--- src/rtl/instr_encoder_loader.sv ---
// Packs decoded instruction fields into 32-bit words and streams them to instruction memory.
// Optional: define ENCODER_ERR_HALT_EN to drop unencodable sets and halt instead of writing NOP.
module instr_encoder_loader #(
  parameter int unsigned NUM_REG       = 32,
  parameter int unsigned FIFO_DEPTH    = 4,
  parameter int unsigned ADDR_WIDTH    = 32,
  parameter logic [ADDR_WIDTH-1:0] BASE_ADDR = '0,
  localparam int unsigned OPCODES_WIDTH = 4,
  localparam int unsigned REG_SELECT    = $clog2(NUM_REG)
) (
  input  logic                     clk,
  input  logic                     rst,
  input  logic                     i_valid,
  output logic                     o_ready,
  input  logic [OPCODES_WIDTH-1:0] i_opcode,
  input  logic [REG_SELECT-1:0]    i_sel_a,
  input  logic [REG_SELECT-1:0]    i_sel_b,
  input  logic [REG_SELECT-1:0]    i_sel_c,
  input  logic [31:0]              i_offset,
  input  logic                     i_last,
  output logic                     o_mem_we,
  output logic [ADDR_WIDTH-1:0]    o_mem_addr,
  output logic [31:0]              o_mem_wdata,
  input  logic                     i_mem_ready,
  output logic [ADDR_WIDTH-1:0]    o_count,
  output logic                     o_done,
  output logic                     o_error
);

  localparam int unsigned IMM_W = 32 - OPCODES_WIDTH - 2 * REG_SELECT;
  localparam int unsigned LOW_W = IMM_W - REG_SELECT;
  localparam int unsigned JMP_W = 32 - OPCODES_WIDTH;
  localparam int unsigned PW    = $clog2(FIFO_DEPTH);

  typedef enum logic [OPCODES_WIDTH-1:0] {
    NOP_OP = 4'd0, ADD_OP = 4'd1, SUB_OP = 4'd2, AND_OP = 4'd3, OR_OP = 4'd4,
    MUL_OP = 4'd5, DIV_OP = 4'd6, XOR_OP = 4'd7, LW_OP = 4'd8, SW_OP = 4'd9,
    BEQ_OP = 4'd10, BLT_OP = 4'd11, BLE_OP = 4'd12, JMP_OP = 4'd13
  } opcodes_e;

`ifdef ENCODER_ERR_HALT_EN
  typedef enum logic [1:0] {StRun, StFlush, StDone, StHalt} state_e;
`else
  typedef enum logic [1:0] {StRun, StFlush, StDone} state_e;
`endif

  state_e                  state_q, state_d;
  logic                    enc_valid_q, enc_valid_d;
  logic [31:0]             enc_word_q, enc_word_d;
  logic [PW:0]             wr_ptr_q, wr_ptr_d, rd_ptr_q, rd_ptr_d;
  logic [ADDR_WIDTH-1:0]   addr_q, addr_d, count_q, count_d;
  logic                    error_q, error_d, restart_q, restart_d;
  logic [31:0]             fifo_mem [FIFO_DEPTH];

  logic signed [31:0] off_sh, imm_sx, br_sx, jmp_sx;
  logic        fits_imm, fits_br, fits_jmp, enc_bad;
  logic [31:0] enc_word, head;
  logic [PW:0] fifo_cnt;
  logic        fifo_empty, fifo_full, accept, mem_we, wr_done;
  logic        pop_fifo, take_stage, push, load_stage;

  // Range checks: a value fits signed N bits iff sign-extending its low N bits reproduces it.
  always_comb begin
    off_sh   = $signed(i_offset) >>> 2;
    imm_sx   = {{(32-IMM_W){i_offset[IMM_W-1]}}, i_offset[IMM_W-1:0]};
    br_sx    = {{(32-IMM_W){off_sh[IMM_W-1]}}, off_sh[IMM_W-1:0]};
    jmp_sx   = {{(32-JMP_W){off_sh[JMP_W-1]}}, off_sh[JMP_W-1:0]};
    fits_imm = (imm_sx == $signed(i_offset));
    fits_br  = (br_sx == off_sh) && (i_offset[1:0] == 2'b00);
    fits_jmp = (jmp_sx == off_sh) && (i_offset[1:0] == 2'b00);
  end

  always_comb begin
    enc_word = '0;
    enc_bad  = 1'b0;
    case (i_opcode)
      ADD_OP, SUB_OP, AND_OP, OR_OP, MUL_OP, DIV_OP, XOR_OP:
        enc_word = {i_opcode, i_sel_a, i_sel_b, i_sel_c, {LOW_W{1'b0}}};
      LW_OP: begin
        enc_word = {i_opcode, i_sel_a, i_offset[IMM_W-1 -: REG_SELECT], i_sel_c,
                    i_offset[LOW_W-1:0]};
        enc_bad  = !fits_imm;
      end
      SW_OP: begin
        enc_word = {i_opcode, i_sel_a, i_sel_b, i_offset[IMM_W-1:0]};
        enc_bad  = !fits_imm;
      end
      BEQ_OP, BLT_OP, BLE_OP: begin
        enc_word = {i_opcode, i_sel_a, i_sel_b, off_sh[IMM_W-1:0]};
        enc_bad  = !fits_br;
      end
      JMP_OP: begin
        enc_word = {i_opcode, off_sh[JMP_W-1:0]};
        enc_bad  = !fits_jmp;
      end
      NOP_OP:  enc_word = '0;
      default: enc_bad = 1'b1;
    endcase
    if (enc_bad) enc_word = '0;
  end

  // The encode stage acts as an extra slot behind the FIFO, so total buffering is FIFO_DEPTH+1.
  always_comb begin
    fifo_cnt   = wr_ptr_q - rd_ptr_q;
    fifo_empty = (fifo_cnt == '0);
    fifo_full  = (fifo_cnt == (PW+1)'(FIFO_DEPTH));
    o_ready    = !rst && (state_q == StRun) && !(enc_valid_q && fifo_full);
    accept     = i_valid && o_ready;
    mem_we     = !fifo_empty || enc_valid_q;
    head       = fifo_empty ? enc_word_q : fifo_mem[rd_ptr_q[PW-1:0]];
    wr_done    = mem_we && i_mem_ready;
    pop_fifo   = wr_done && !fifo_empty;
    take_stage = wr_done && fifo_empty;
    push       = enc_valid_q && !take_stage && !fifo_full;
`ifdef ENCODER_ERR_HALT_EN
    load_stage = accept && !enc_bad;
`else
    load_stage = accept;
`endif
  end

  always_comb begin
    state_d     = state_q;
    enc_valid_d = enc_valid_q && !take_stage && !push;
    enc_word_d  = enc_word_q;
    wr_ptr_d    = push ? wr_ptr_q + 1'b1 : wr_ptr_q;
    rd_ptr_d    = pop_fifo ? rd_ptr_q + 1'b1 : rd_ptr_q;
    addr_d      = wr_done ? addr_q + ADDR_WIDTH'(4) : addr_q;
    count_d     = count_q;
    error_d     = error_q || (accept && enc_bad);
    restart_d   = restart_q;
    o_done      = 1'b0;
    if (load_stage) begin
      enc_valid_d = 1'b1;
      enc_word_d  = enc_word;
    end
    if (accept) begin
      restart_d = 1'b0;
      if (restart_q) count_d = '0;
    end
    if (wr_done) count_d = count_q + ADDR_WIDTH'(1);
    case (state_q)
      StRun: begin
        if (accept && i_last) state_d = StFlush;
`ifdef ENCODER_ERR_HALT_EN
        if (accept && enc_bad) state_d = StHalt;
`endif
      end
      StFlush: if (fifo_empty && !enc_valid_q) state_d = StDone;
      StDone: begin
        o_done    = 1'b1;
        addr_d    = BASE_ADDR;
        restart_d = 1'b1;
        state_d   = StRun;
      end
`ifdef ENCODER_ERR_HALT_EN
      StHalt: state_d = StHalt;
`endif
      default: state_d = StRun;
    endcase
  end

  always_ff @(posedge clk or posedge rst) begin
    if (rst) begin
      state_q     <= StRun;
      enc_valid_q <= 1'b0;
      enc_word_q  <= '0;
      wr_ptr_q    <= '0;
      rd_ptr_q    <= '0;
      addr_q      <= BASE_ADDR;
      count_q     <= '0;
      error_q     <= 1'b0;
      restart_q   <= 1'b0;
    end else begin
      state_q     <= state_d;
      enc_valid_q <= enc_valid_d;
      enc_word_q  <= enc_word_d;
      wr_ptr_q    <= wr_ptr_d;
      rd_ptr_q    <= rd_ptr_d;
      addr_q      <= addr_d;
      count_q     <= count_d;
      error_q     <= error_d;
      restart_q   <= restart_d;
    end
  end

  always_ff @(posedge clk) begin
    if (push) fifo_mem[wr_ptr_q[PW-1:0]] <= enc_word_q;
  end

  assign o_mem_we    = mem_we;
  assign o_mem_addr  = addr_q;
  assign o_mem_wdata = mem_we ? head : '0;
  assign o_count     = count_q;
  assign o_error     = error_q;

endmodule

--- config.mk ---
export PLATFORM = sky130hd
export DESIGN_NAME = instr_encoder_loader
export DESIGN_NICKNAME = d
export VERILOG_FILES = /design/src/rtl/instr_encoder_loader.sv
export SDC_FILE = /design/constraint.sdc
export NUM_CORES = 1
export LEC_CHECK = 0
export ABC_AREA = 1
export CAP_MARGIN = 20
export CORE_MARGIN = 2
export CORE_UTILIZATION = 30
export DETAILED_ROUTE_END_ITERATION = 8
export GPL_ROUTABILITY_DRIVEN = 0
export HOLD_SLACK_MARGIN = 0.02
export SLEW_MARGIN = 10
export SYNTH_ARGS = -nofsm -noshare
export SYNTH_HDL_FRONTEND = slang
export SYNTH_SLANG_ARGS = --single-unit
--- constraint.sdc ---
create_clock -name clk -period 3.5 [get_ports clk]
set_input_delay 0.7 -clock clk [delete_from_list [all_inputs] [get_ports clk]]
set_output_delay 0.7 -clock clk [all_outputs]
set_load 0.005 [all_outputs]
---- After elaboration in Yosys (flattened, before gate mapping) ----
Memories as Yosys holds them, arrays and structs flattened.
Index checks and enable logic that the tools add are counted.
storage, ports and cells
  output and inout port bits .............. 100
  register bits ........................... 107
  memories kept ........................... 1
  bits in writable memories ............... 128
memory list
  memory    words  bits a word  rd ports  clocked after memory_dff  wr ports  RTL line  text
  fifo_mem  4      32           1         0                         1         53        logic [31:0] fifo_mem [FIFO_DEPTH];
operators by class
  muxes and demuxes ....................... 19
  equality and inequality tests ........... 21
  add/subtract/negate cells ............... 5
  reduce and logical (&&, ||, !) cells .... 41
operator list
  operator                                                          count
  32-bit 2-to-1 mux                                                 8
  32-bit one-hot mux with 5 select lines                            1
  32-bit by 1-bit adder with 32-bit output (second input constant)  1
  32-bit by 3-bit adder with 32-bit output (second input constant)  1
  4-bit == test (second input constant)                             6
  4-bit by 3-bit == test with 1-bit output (second input constant)  4
  1-bit logical AND                                                 15
  1-bit by 14-bit == test with 1-bit output                         1
  1-bit by 12-bit == test with 1-bit output                         1
  1-bit zero test                                                   10
  4-bit by 2-bit == test with 1-bit output (second input constant)  2
  2-bit nonzero test                                                4
  8-bit OR reduction                                                1
  7-bit OR reduction                                                1
  3-bit by 1-bit adder with 3-bit output (second input constant)    2
  1-bit 2-to-1 mux                                                  6
  4-bit by 1-bit == test with 1-bit output (second input constant)  1
  2-bit zero test                                                   2
  4-bit zero test                                                   1
  2-bit 2-to-1 mux                                                  2
  1-bit one-hot mux with 4 select lines                             1
  2-bit one-hot mux with 2 select lines                             1
  2-bit AND reduction                                               2
  3-bit == test (second input constant)                             1
  10 further kinds                                                  11

---- Depth between registers and ports, before layout ----
  depth after elaboration ................. 12
  depth in mapped cells ................... 16

---- Worst setup path before layout ----
Ideal clock, no wire load.
  path type ............................... register to register
  start point ............................. register rd_ptr_q[1]
  end point ............................... memory fifo_mem[3][0], enable pin
  required time ........................... 3,077 ps
  stages on the path, launching flop included .. 12
  path buffers ............................ 2
  slack ................................... -37 ps
  arrival time ............................ 3,115 ps
  library setup time ...................... 423 ps
  cells stage by stage .................... dfrtp_1 -> buf_2 -> clkinv_1 -> clkbuf_1 -> ha_1 -> nand2_1 -> nand2_1 -> nand2_1 -> nand2_1 -> o21ai_0 -> nand2_1 -> nor2_1
on the way
  longest elaborated chain between the ends .. 11
  elaborated cells between the ends (all ways) .. 13
  classes of those cells .................. 1 x add/sub; 1 x eq/ne; 2 x mux; 9 x reduce/logical
ends and longest elaborated chain
  what                                      RTL line  text
  start: declaration                        50        logic [PW:0] wr_ptr_q, wr_ptr_d, rd_ptr_q, rd_ptr_d;
  start signal: assignment                  179       rd_ptr_q <= rd_ptr_d;
  3-bit subtractor *                        104       fifo_cnt = wr_ptr_q - rd_ptr_q;
  3-bit zero test                           105       fifo_empty = (fifo_cnt == '0);
  1-bit zero test                           109       mem_we = !fifo_empty || enc_valid_q;
  1-bit logical OR                          109
  1-bit logical AND                         111       wr_done = mem_we && i_mem_ready;
  1-bit logical AND                         113       take_stage = wr_done && fifo_empty;
  1-bit zero test                           114       push = enc_valid_q && !take_stage && !fifo_full;
  1-bit logical AND                         114
  1-bit logical AND *                       114
  1-bit 2-to-1 mux *                        188       if (push) fifo_mem[wr_ptr_q[PW-1:0]] <= enc_word_q;
  1-bit 2-to-1 mux (implied by the code) *  188
  end: declaration                          53
Mark *: on every way between the ends. The rest lies on a longest branch, timed or not.

---- Final worst setup path ----
  start point ............................. register wr_ptr_q[1]
  end point ............................... output o_mem_wdata[24]
on the way
  longest elaborated chain between the ends .. 5
  elaborated cells between the ends (all ways) .. 6
  classes of those cells .................. 1 x add/sub; 2 x mux; 3 x reduce/logical
ends and longest elaborated chain
  what                      RTL line  text
  start: declaration        50
  start signal: assignment  178       wr_ptr_q <= wr_ptr_d;
  3-bit subtractor *        104
  3-bit zero test *         105
  1-bit zero test           109
  1-bit logical OR          109
  32-bit 2-to-1 mux *       193       assign o_mem_wdata = mem_we ? head : '0;
  end: declaration          23        output logic [31:0] o_mem_wdata,
Marks and branches as above.

==> summary.md <==
| Metric | Value |
|---|---|
| Total Routing Usage GR | `0.164` |
| Cells after DPL | `2,100` |
| Initial antenna violation count | `0` |
| Htree depth | `1` |
| Final setup vio count | `0` |
| Max Cap Viol | `0` |
| DR vias/cell | `4.83` |
| CP Class | `register to primary output` |
| Clk_skew | `0.0259 ns` |
| Total number of yosys warnings | `0` |
| Clk buf depth | `3` |
| Largest net degree at the start of global routing | `68` |
| Syn avg cell area | `8.29 um2` |
| Site Rows | `73` |
| PD cells | `760 nW/um2` |
| Final nets | `1,676` |
| Remaining DRCs | `0` |
| WP data required | `2.80 ns` |
| Die Y | `205 um` |
| Hold Fails Final Rpt | `0` |
| Vias | `10.4k` |
| First-pass GRT wire length | `54,700 um` |
| Number of flops mapped to enable cells by yosys | `128` |
| Final min period | `3.43 ns` |
| Critical Path End Type | `primary output` |
| Fillers | `4,152` |
| Post-synth top flop | `edfxtp_1` |
| PortBufs | `153` |
| Die width | `205 um` |
| Core box area | `39,800 um2` |
| Starting Density | `0.305` |
| N_diodes | `0` |
| Peak supply drop | `0.448 mV` |
| Area of the die | `42,100 um2` |
| Critical Path AT | `2.73 ns` |
| Tcrit/Tclk final | `0.979` |
| Slew @ Worst Pin | `0.731 ns` |
| Hold Crit Class | `register to register` |
| Sequential-to-total area share from yosys stat | `0.533` |
| Setup TNS | `0 ns` |
| Number of global-route vias before repair | `9,963` |
| F_max | `0.292 GHz` |
| I/O pin count | `156` |
| Cts bufs inserted | `27` |
| Grt total ovfl | `0` |
| DP HPWL | `24,200 um` |
| Max_slew headroom | `0.513` |
| Synth Register Bits | `233` |
| CTS sink count | `233` |
| CTS tree | `built` |
| Final hold slack | `0.470 ns` |
| Wirelength per Cell | `16.9 um` |
| DR iter-0 viols | `710` |
| Layout Utilization | `0.382` |
| CP max FO | `8` |
| Syn Inst Count | `1,466` |
| Slew Viols, Final | `0` |
| Setup crit start kind | `register` |
| Layout cells sized above 1 | `0.0736` |
| Finished Layout Cells | `2,155` |
| Total Wirelength | `36,400 um` |
| Area Growth Syn to Fin | `25.3%` |
| Root Buffer | `clkbuf_16` |
| FFs w/ async S/R, synth | `0.451` |
| Status | `completed` |
| DRT Pass-1 Iters | `5` |
| Final ANT Viol Nets | `0` |
| Total chip power | `11.6 mW` |
| Clock Latency Late Sink | `0.56 ns` |
| Mapped Area | `12,100 um2` |
| Worst-path clk slew | `0.06 ns` |
| # hold bufs at CTS | `0` |
| Cell variety after synth | `39` |
| Lkg Pwr | `6.13 nW` |
==> cells in the mapped netlist, drive strengths merged, types with 9 or more instances <==
library cell / number / area, um2
nand2: 405 / 1550
nor2: 283 / 1110
nand3: 135 / 698
edfxtp: 128 / 3840
dfrtp: 105 / 2630
o21ai: 96 / 495
inv: 79 / 297
buf: 47 / 279
a21oi: 34 / 170
a31oi: 32 / 200
clkbuf: 20 / 75.1
xor2: 18 / 158
nor3: 17 / 111
a22oi: 13 / 97.6
a21boi: 10 / 75.1
ha: 9 / 113
xnor2: 9 / 78.8
==> placed cells by master (no fill, tap or decap), types with 3 or more instances in the layout <==
cell / instances
nor2_2: 7
xor2_1: 18
clkbuf_1: 5
clkinv_1: 4
a21oi_1: 33
nor2_4: 5
nand2_1: 396
a22oi_1: 13
nand3_2: 3
inv_1: 66
bufinv_16: 4
and3_1: 5
o21ai_2: 4
edfxtp_1: 128
nor3_2: 3
buf_6: 3
dfrtp_1: 103
nand2_2: 7
nand4_1: 8
a31oi_1: 32
nand3b_1: 8
nand3_1: 131
nor2_1: 271
clkinv_2: 5
nor3_1: 13
ha_1: 8
inv_2: 13
clkbuf_16: 30
xnor2_1: 9
o21ai_1: 10
o21ai_0: 82
buf_4: 21
a21boi_0: 10
clkdlybuf4s50_1: 151
==> report_power, final <==
group	internal (mW)	switching, mW	leakage, nW
logic	2.10	2.56	3.11
clock network	1.70	1.14	0.430
registers	3.54	0.519	2.59
total	7.35	4.22	6.13
==> path summary, 6_finish.rpt <==
check                                                 end                     from  depth (start not counted)  slack [ns]
min in group asynchronous               o_error$_DFF_PP0_                      rst                          2        0.62
max in group asynchronous       enc_word_q[2]$_DFFE_PP0P_                      rst                          3        2.12
worst min-delay path                    o_error$_DFF_PP0_        o_error$_DFF_PP0_                          2        0.47
worst max-delay path                      o_mem_wdata[24]  wr_ptr_q[1]$_DFFE_PP0P_                         10        0.07
worst min register to register          o_error$_DFF_PP0_        o_error$_DFF_PP0_                          2        0.47
worst max register to register    o_count[13]$_DFFE_PP0P_  wr_ptr_q[1]$_DFFE_PP0P_                         11        0.99
==> per-layer routing <==
| layer | GRT usage | vias to the layer above | share of wire |
|---|---|---|---|
| met2 | 0.284 | 308 | 0.49 |
| met3 | 0.0263 | 43 | 0.062 |
| met1 | 0.215 | 4914 | 0.43 |
| met5 | 0 | - | 0 |
| met4 | 0.0375 | 0 | 0.019 |
| li1 | - | 5152 | - |
==> cell families (layout without fill, tap and decap cells) <==
group | count (synthesis) | count (layout) | synth area share
buffers and inverters | 147 | 310 | 0.0539
and+or+nand+nor | 863 | 863 | 0.298
AOI/OAI and AO/OA | 186 | 186 | 0.0861
DFF | 233 | 233 | 0.533
other | 1 | 2 | 0.000309
adders and majority gates | 9 | 9 | 0.00927
xor gates and xnor gates | 27 | 27 | 0.0195
==> per-stage QoR <==
stage / setup WS, ns / instance area, um2
4_1_cts: 0.000612 / 15100
2_1_floorplan: -0.0220 / 12200
6_report: 0.0728 / 15200
5_1_grt: -0.0130 / 15200
3_5_place_dp: 0.550 / 14200
3_3_place_gp: 0.566 / 14200
==> final cells by class <==
class                           instances  area [um2]  area share
Clock inverter                         16         185      0.0122
Timing Repair Buffer                  182        1840       0.121
Sequential cell                       233        6470       0.425
Inverter                               80         303      0.0199
Clock buffer                           32         694      0.0456
Tap cell                              525         657      0.0432
Multi-Input combinational cell       1087        5070       0.333
==> sequential cells by signal, indices dropped and copies added (netlist names) <==
register	cells
state_q	2
o_error	1
fifo_mem	128
o_mem_addr	30
enc_valid_q	1
wr_ptr_q	3
rd_ptr_q	3
enc_word_q	32
o_count	32
restart_q	1
==> worst max-delay path, stage by stage, from the launching register on <==
cell and delay [ns]:
dfrtp_2 0.45, ha_4 0.27, nand2_1 0.07, nand2_1 0.06, nand2_1 0.08, nand2_2 0.11
nand2_8 0.16, clkbuf_16 0.19, a21oi_1 0.05, a31oi_1 0.18, clkdlybuf4s50_1 0.54
==> what timing repair did <==
item	CTS	global route
gates cloned	0	5
setup endpoints to repair	2	30
setup buffers	0	2
pin swaps	0	1
resized for setup	2	8
Note: power is estimated with default switching activity, not from simulation.
